==> config.mk <==
export PLATFORM = sky130hd
export DESIGN_NAME = sd_decimator
export DESIGN_NICKNAME = d
export VERILOG_FILES = /design/src/rtl/sd_pkg.sv /design/src/rtl/sd_cic_stage.sv /design/src/rtl/sd_decimator.sv
export SDC_FILE = /design/constraint.sdc
export NUM_CORES = 1
export LEC_CHECK = 0
export CORE_UTILIZATION = 44
export CTS_CLUSTER_DIAMETER = 100
export DETAILED_ROUTE_END_ITERATION = 10
export PLACE_DENSITY = 0.69
export SLEW_MARGIN = 20
export SYNTH_ARGS = -nofsm -noshare
export SYNTH_HDL_FRONTEND = slang
export SYNTH_SLANG_ARGS = --single-unit
==> constraint.sdc <==
create_clock -name clk -period 5.1 [get_ports clk]
set_clock_uncertainty 0.15 [all_clocks]
set_input_delay 1.53 -clock clk [delete_from_list [all_inputs] [get_ports clk]]
set_output_delay 1.53 -clock clk [all_outputs]
set_load 0.01 [all_outputs]
==> src/rtl/sd_pkg.sv <==
// sd_pkg: shared sigma-delta constants and CIC sizing helpers.
package sd_pkg;
  localparam int SD_OSR_DEFAULT = 32;
  function automatic int clog2(input int v);
    int r = 0;
    while ((1 << r) < v) r++;
    return r;
  endfunction
  // sinc3 gain is OSR^3, so one bit per stage per log2(OSR) plus a sign bit
  function automatic int sd_cic_width(input int log2osr);
    return 3 * log2osr + 1;
  endfunction
endpackage

==> src/rtl/sd_cic_stage.sv <==
// sd_cic_stage: one CIC integrator register plus one comb delay register.
module sd_cic_stage #(
  parameter int WIDTH = 16
) (
  input  logic             clk,
  input  logic             rst_n,
  input  logic             en,
  input  logic             ev,
  input  logic [WIDTH-1:0] int_in,
  input  logic [WIDTH-1:0] comb_in,
  output logic [WIDTH-1:0] integ,
  output logic [WIDTH-1:0] comb_out
);
  logic [WIDTH-1:0] prev;
  always_ff @(posedge clk or negedge rst_n)
    if (!rst_n) begin
      integ <= '0;
      prev  <= '0;
    end else begin
      if (en) integ <= integ + int_in;
      if (ev) prev <= comb_in;
    end
  assign comb_out = comb_in - prev;
endmodule

==> src/rtl/sd_decimator.sv <==
// sd_decimator: sinc3 decimator turning a 1-bit sigma-delta stream into signed PCM.
// Define SD_DECIM_OVERRUN_EN to expose the sticky overrun flag.
module sd_decimator
  import sd_pkg::*;
#(
  parameter int OSR = SD_OSR_DEFAULT,
  parameter int LOG2_OSR = 5,
  localparam int W = sd_cic_width(LOG2_OSR)
) (
  input  logic         clk,
  input  logic         rst_n,
  input  logic         en,
  input  logic         sdIn,
  output logic [W-1:0] out,
  output logic         outValid,
  input  logic         outReady
`ifdef SD_DECIM_OVERRUN_EN
  ,
  output logic         overrun
`endif
);
  localparam logic [W-1:0] HALF = {1'b0, 1'b1, {(3*LOG2_OSR-1){1'b0}}};
  logic [LOG2_OSR-1:0] cnt;
  logic [1:0] settle;
  logic ev, settled, load;
  logic [W-1:0] i1, i2, i3, c1, c2, c3;
  assign ev = en & (&cnt);
  assign settled = &settle;
  assign load = ev & settled;
  sd_cic_stage #(.WIDTH(W)) s1 (
    .clk(clk), .rst_n(rst_n), .en(en), .ev(ev),
    .int_in({{(W-1){1'b0}}, sdIn}), .comb_in(i3), .integ(i1), .comb_out(c1)
  );
  sd_cic_stage #(.WIDTH(W)) s2 (
    .clk(clk), .rst_n(rst_n), .en(en), .ev(ev),
    .int_in(i1), .comb_in(c1), .integ(i2), .comb_out(c2)
  );
  sd_cic_stage #(.WIDTH(W)) s3 (
    .clk(clk), .rst_n(rst_n), .en(en), .ev(ev),
    .int_in(i2), .comb_in(c2), .integ(i3), .comb_out(c3)
  );
  // the first three events still see comb registers primed from zero
  always_ff @(posedge clk or negedge rst_n)
    if (!rst_n) begin
      cnt      <= '0;
      settle   <= '0;
      out      <= '0;
      outValid <= 1'b0;
`ifdef SD_DECIM_OVERRUN_EN
      overrun  <= 1'b0;
`endif
    end else begin
      if (en) cnt <= cnt + LOG2_OSR'(1);
      if (ev && !settled) settle <= settle + 2'd1;
      if (load) begin
        out      <= c3 - HALF;
        outValid <= 1'b1;
      end else if (outValid && outReady) outValid <= 1'b0;
`ifdef SD_DECIM_OVERRUN_EN
      if (load && outValid && !outReady) overrun <= 1'b1;
`endif
    end
endmodule

==> results of run 1 <==
worst reg2reg max path: stages, from the launching register on:
cell and delay, ns:
dfrtp_1 0.38, inv_2 0.08, ha_4 0.13, inv_2 0.04
fa_2 0.36, a21o_1 0.20, a21oi_2 0.14, o21bai_1 0.10
a21oi_2 0.16, xnor2_1 0.16, ha_1 0.30, a211o_1 0.34
buf_6 0.13, o31ai_4 0.24, nand2b_1 0.08, a21o_1 0.17
xor2_1 0.15, ha_1 0.34, ha_4 0.24, and2_4 0.14
o21ai_2 0.15, nand3_1 0.11, and2_4 0.16, a21o_1 0.15
a21oi_2 0.12, xnor3_1 0.21, o21ai_1 0.12
cells in the mapped netlist (2+ instances only):
| cell type | n | area (µm²) |
|---|---|---|
| dfrtp_1 | 120 | 3000 |
| ha_1 | 94 | 1180 |
| inv_1 | 72 | 270 |
| nand2_1 | 61 | 229 |
| mux2_2 | 57 | 642 |
| nor2_1 | 55 | 206 |
| xnor2_1 | 51 | 447 |
| o21ai_0 | 50 | 250 |
| a21oi_1 | 35 | 175 |
| nor3_1 | 29 | 145 |
| xor2_1 | 19 | 166 |
| nand3_1 | 18 | 90.1 |
| o21a_1 | 17 | 128 |
| a21o_1 | 16 | 120 |
| clkbuf_1 | 11 | 41.3 |
| o31ai_1 | 11 | 82.6 |
| nor2b_1 | 10 | 62.6 |
| and3_1 | 9 | 56.3 |
| a31oi_1 | 8 | 50.1 |
| o211ai_1 | 6 | 45.0 |
| a21boi_0 | 5 | 37.5 |
| and2_1 | 5 | 31.3 |
| buf_1 | 5 | 18.8 |
| fa_1 | 5 | 100 |
| or2_2 | 5 | 31.3 |
| a311oi_1 | 4 | 35.0 |
| nand2b_1 | 4 | 25.0 |
| nand3b_1 | 4 | 30.0 |
| a211oi_1 | 3 | 22.5 |
| o2111ai_1 | 3 | 26.3 |
| o21bai_1 | 3 | 22.5 |
| or3_1 | 3 | 18.8 |
| a211o_1 | 2 | 17.5 |
| a41oi_1 | 2 | 17.5 |
| mux2i_1 | 2 | 20.0 |
| nand4_1 | 2 | 12.5 |
| o211a_1 | 2 | 20.0 |
| o31a_1 | 2 | 17.5 |
cell families after synthesis:
| logic type | share of synthesized area, % |
|---|---|
| muxes | 8.21 |
| DFF | 37.3 |
| xor gates and xnor gates | 7.89 |
| and+or+nand+nor | 12.2 |
| buffers and inverters | 4.10 |
| AOI/OAI and AO/OA | 14.5 |
| adders and majority gates | 15.8 |
layout make-up:
class,count,area [µm²]
Tap cell,229,287
Multi-Input combinational cell,618,4870
Sequential cell,120,3000
Clock inverter,3,40.0
Timing Repair Buffer,61,510
Fill cell,1619,8480
Clock buffer,27,503
Inverter,72,270
state kept, by name (all words and copies together), names as in the netlist:
register,cells
out,16
s1.integ,16
s1.prev,16
s2.integ,16
s2.prev,16
s3.integ,16
s3.prev,16
cnt,5
settle,2
outValid,1
metal layers:
metal,part of all wire (%),up-vias
li1,-,3060
met1,48,2636
met2,48,58
met3,2.4,23
met4,1.3,0
met5,0,-
worst paths after layout:
path                                         startpoint                 endpoint  slack, ns  cells after the start
worst max-delay path            s3.integ[0]$_DFFE_PN0P_      out[15]$_DFFE_PN0P_    -0.0004                     26
worst min-delay path            s2.prev[11]$_DFFE_PN0P_  s2.prev[11]$_DFFE_PN0P_       0.32                      2
worst max register to register  s3.integ[0]$_DFFE_PN0P_      out[15]$_DFFE_PN0P_    -0.0004                     26
worst min register to register  s2.prev[11]$_DFFE_PN0P_  s2.prev[11]$_DFFE_PN0P_       0.32                      2
max in group asynchronous                         rst_n  s1.prev[15]$_DFFE_PN0P_       2.86                      2
min in group asynchronous                         rst_n   s3.prev[0]$_DFFE_PN0P_       1.06                      1
repair_timing:
action | in CTS | in global routing
setup buffers | 2 | 8
endpoints found under the hold margin | 0 | 0
gates resized for setup | 8 | 24
hold buffers | 0 | 0
pin swaps | 12 | 37
endpoints found under the setup margin | 1 | 4
per-stage QoR:
step	setup WS [ns]	util, %	TNS [ns]
final	-0.000419	52.8	-0.000419
after CTS	0.00195	52.0	0
after global routing	-0.268	52.8	-0.605
after global placement	-0.0649	48.7	-0.0649
after floorplan	0.101	-	0
after detailed placement	-0.172	48.7	-0.172
==> load_flow_metrics.sql, run 1 <==
INSERT INTO impl_metrics (metric_group, metric, value, unit) VALUES
('timing', 'worst_slew_pin_slew', '0.978', 'ns'),
('global_routing', 'antenna_found_initial', '0', ''),
('cells_and_area', 'final_cell_mix', 'dfrtp_1, ha_1, inv_1, nand2_1, mux2_2', ''),
('global_routing', 'globalRouteTotalUtil', '16.5', '%'),
('timing', 'fin_hold_ws', '0.318', 'ns'),
('timing', 'hold_violations', '0', ''),
('routing', 'wl_per_cell', '12.4', 'µm'),
('timing', 'maxSlewHeadroom', '34.6', '%'),
('worst_setup_path', 'path_buf_inv', '3', ''),
('routing', 'vias', '5777', ''),
('placement', 'place_inst', '1090', ''),
('placement', 'port-buffer-count', '21', ''),
('die', 'floorplan.die_area', '18900', 'µm²'),
('worst_setup_path', 'cp_data_arrival_time', '5.28', 'ns'),
('clock_network', 'clkLatencyLatePin', '0.42', 'ns'),
('cells_and_area', 'instances_no_fill', '1130', ''),
('worst_setup_path', 'crit_path_end_kind', 'flip-flop', ''),
('timing', 'period_minus_slack', '5.10', 'ns'),
('routing', 'drt_first_pass_iters', '4', ''),
('outcome', 'outcome', 'finished with violations', ''),
('clock_network', 'ctsRootBufferMaster', 'clkbuf_16', ''),
('clock_network', 'ctsHtreeMaxLevel', '4', ''),
('worst_setup_path', 'critical_path.slowest_cell', 'dfrtp_1', ''),
('routing', 'per_cell_via_count_in_the_routed_design', '5.11', ''),
('worst_setup_path', 'timing.critical_path.required', '5.28', 'ns'),
('global_routing', 'grt.met1_usage', '19.8', '%'),
('synthesis', 'synth_cells', '826', ''),
('clock_network', 'tritoncts', 'done', ''),
('worst_setup_path', 'setup.worst_path.start_class', 'flip-flop', ''),
('synthesis', 'mapped_avg_cell_area', '9.76', 'µm²'),
('timing', 'setup_repair_after_global_routing_missed_its_margin', 'yes', ''),
('global_routing', 'grt.busiest_layer', 'met2', ''),
('worst_setup_path', 'critical_path.max_stage_delay', '0.38', 'ns'),
('synthesis', 'synth_area', '8060', 'µm²'),
('cells_and_area', 'most_common_library_cell_in_the_layout_ignoring_fill_and_taps', 'dfrtp_1', ''),
('clock_network', 'clkSlewWorstSetupHoldPaths', '0.05', 'ns'),
('synthesis', 'synth.yosys.warnings', '0', ''),
('timing', 'setup_violations', '1', ''),
('routing', 'routed_wirelength', '14000', 'µm'),
('worst_setup_path', 'timing.critical_path.fanout_max', '3', ''),
('timing', 'timing.final.max_slew_violations', '0', ''),
('placement', 'post_dp_hpwl', '10300', 'µm'),
('placement', 'routabilityCongestion', '0.797', ''),
('flow_run', 'maxCapViolations', '0', ''),
('synthesis', 'ys_async_sr_fraction', '100', '%'),
('synthesis', 'synth_edf_count', '0', ''),
('global_routing', 'grt_max_degree', '70', ''),
('die', 'design.portCount', '22', ''),
('timing', 'max_freq', '0.196', 'GHz'),
('global_routing', 'met2_track_utilization_from_global_routing', '29.0', '%'),
('worst_setup_path', 'timing_worst_setup_path_type', 'flip-flop to flip-flop', ''),
('global_routing', 'grt_pass1_vias', '5707', ''),
('cells_and_area', 'antenna_cells_inserted', '0', ''),
('synthesis', 'synth.net_count', '930', ''),
('routing', 'detail-route-antenna-nets', '0', ''),
('global_routing', 'gr_met3_demand_resource', '4.16', '%'),
('clock_network', 'tritoncts.num_buffers', '17', ''),
('synthesis', 'synth.lib_cells_used.distinct', '54', ''),
('worst_setup_path', 'cp_delay_by_family_top', 'compound AO/OA/AOI/OAI gates', ''),
('cells_and_area', 'nNetsFinal', '994', ''),
('cells_and_area', 'final_design_area_no_fill', '9490', 'µm²'),
('outcome', 'violated_checks', 'negative setup slack', ''),
('synthesis', 'synthFlopType', 'dfrtp_1', ''),
('global_routing', 'globalRoute.totalOverflow', '0', ''),
('die', 'placementRows', '49', ''),
('synthesis', 'synth.ff_latch_count', '120', ''),
('timing', 'timing.final.ws_setup', '-0.000419', 'ns'),
('clock_network', 'clock-sinks', '120', ''),
('worst_hold_path', 'holdCritPathClass', 'flip-flop to flip-flop', ''),
('cells_and_area', 'area_delta_synth_final', '17.7', '%'),
('synthesis', 'synth.yosys.seq_area_share', '37.3', '%'),
('clock_network', 'ctsLongestPathBuffers', '2', ''),
('routing', 'drt_drc_violations_left', '0', ''),
('cells_and_area', 'drive_gt1_share', '18.0', '%'),
('global_routing', 'grt_pass1_wl', '24800', 'µm'),
('placement', 'placed_cell_area', '8740', 'µm²'),
('routing', 'initialDrtViolationCount', '221', ''),
('die', 'floorplan.core_area', '18000', 'µm²'),
('die', 'dieHeight', '137', 'µm'),
('die', 'die_width', '137', 'µm'),
('die', 'initial_standard_cell_utilization_of_the_core', '44.9', '%'),
('timing', 'post-route-period-util', '100', '%');
Power of run 1 is left out: the tool's default activity adds up to more than one toggle a clock period on the data nets, which glitch-free logic cannot reach.
==> run 2, diff against run 1 <==
--- a/config.mk
+++ b/config.mk
@@ -8,6 +8,7 @@
 export CORE_UTILIZATION = 44
 export CTS_CLUSTER_DIAMETER = 100
 export DETAILED_ROUTE_END_ITERATION = 10
+export HOLD_SLACK_MARGIN = 0.12
 export PLACE_DENSITY = 0.69
 export SLEW_MARGIN = 20
 export SYNTH_ARGS = -nofsm -noshare
==> results of run 2 <==
Same layout as run 1: the final DEF is identical, and so are final timing and power.
Power of run 2 is left out for the same reason.
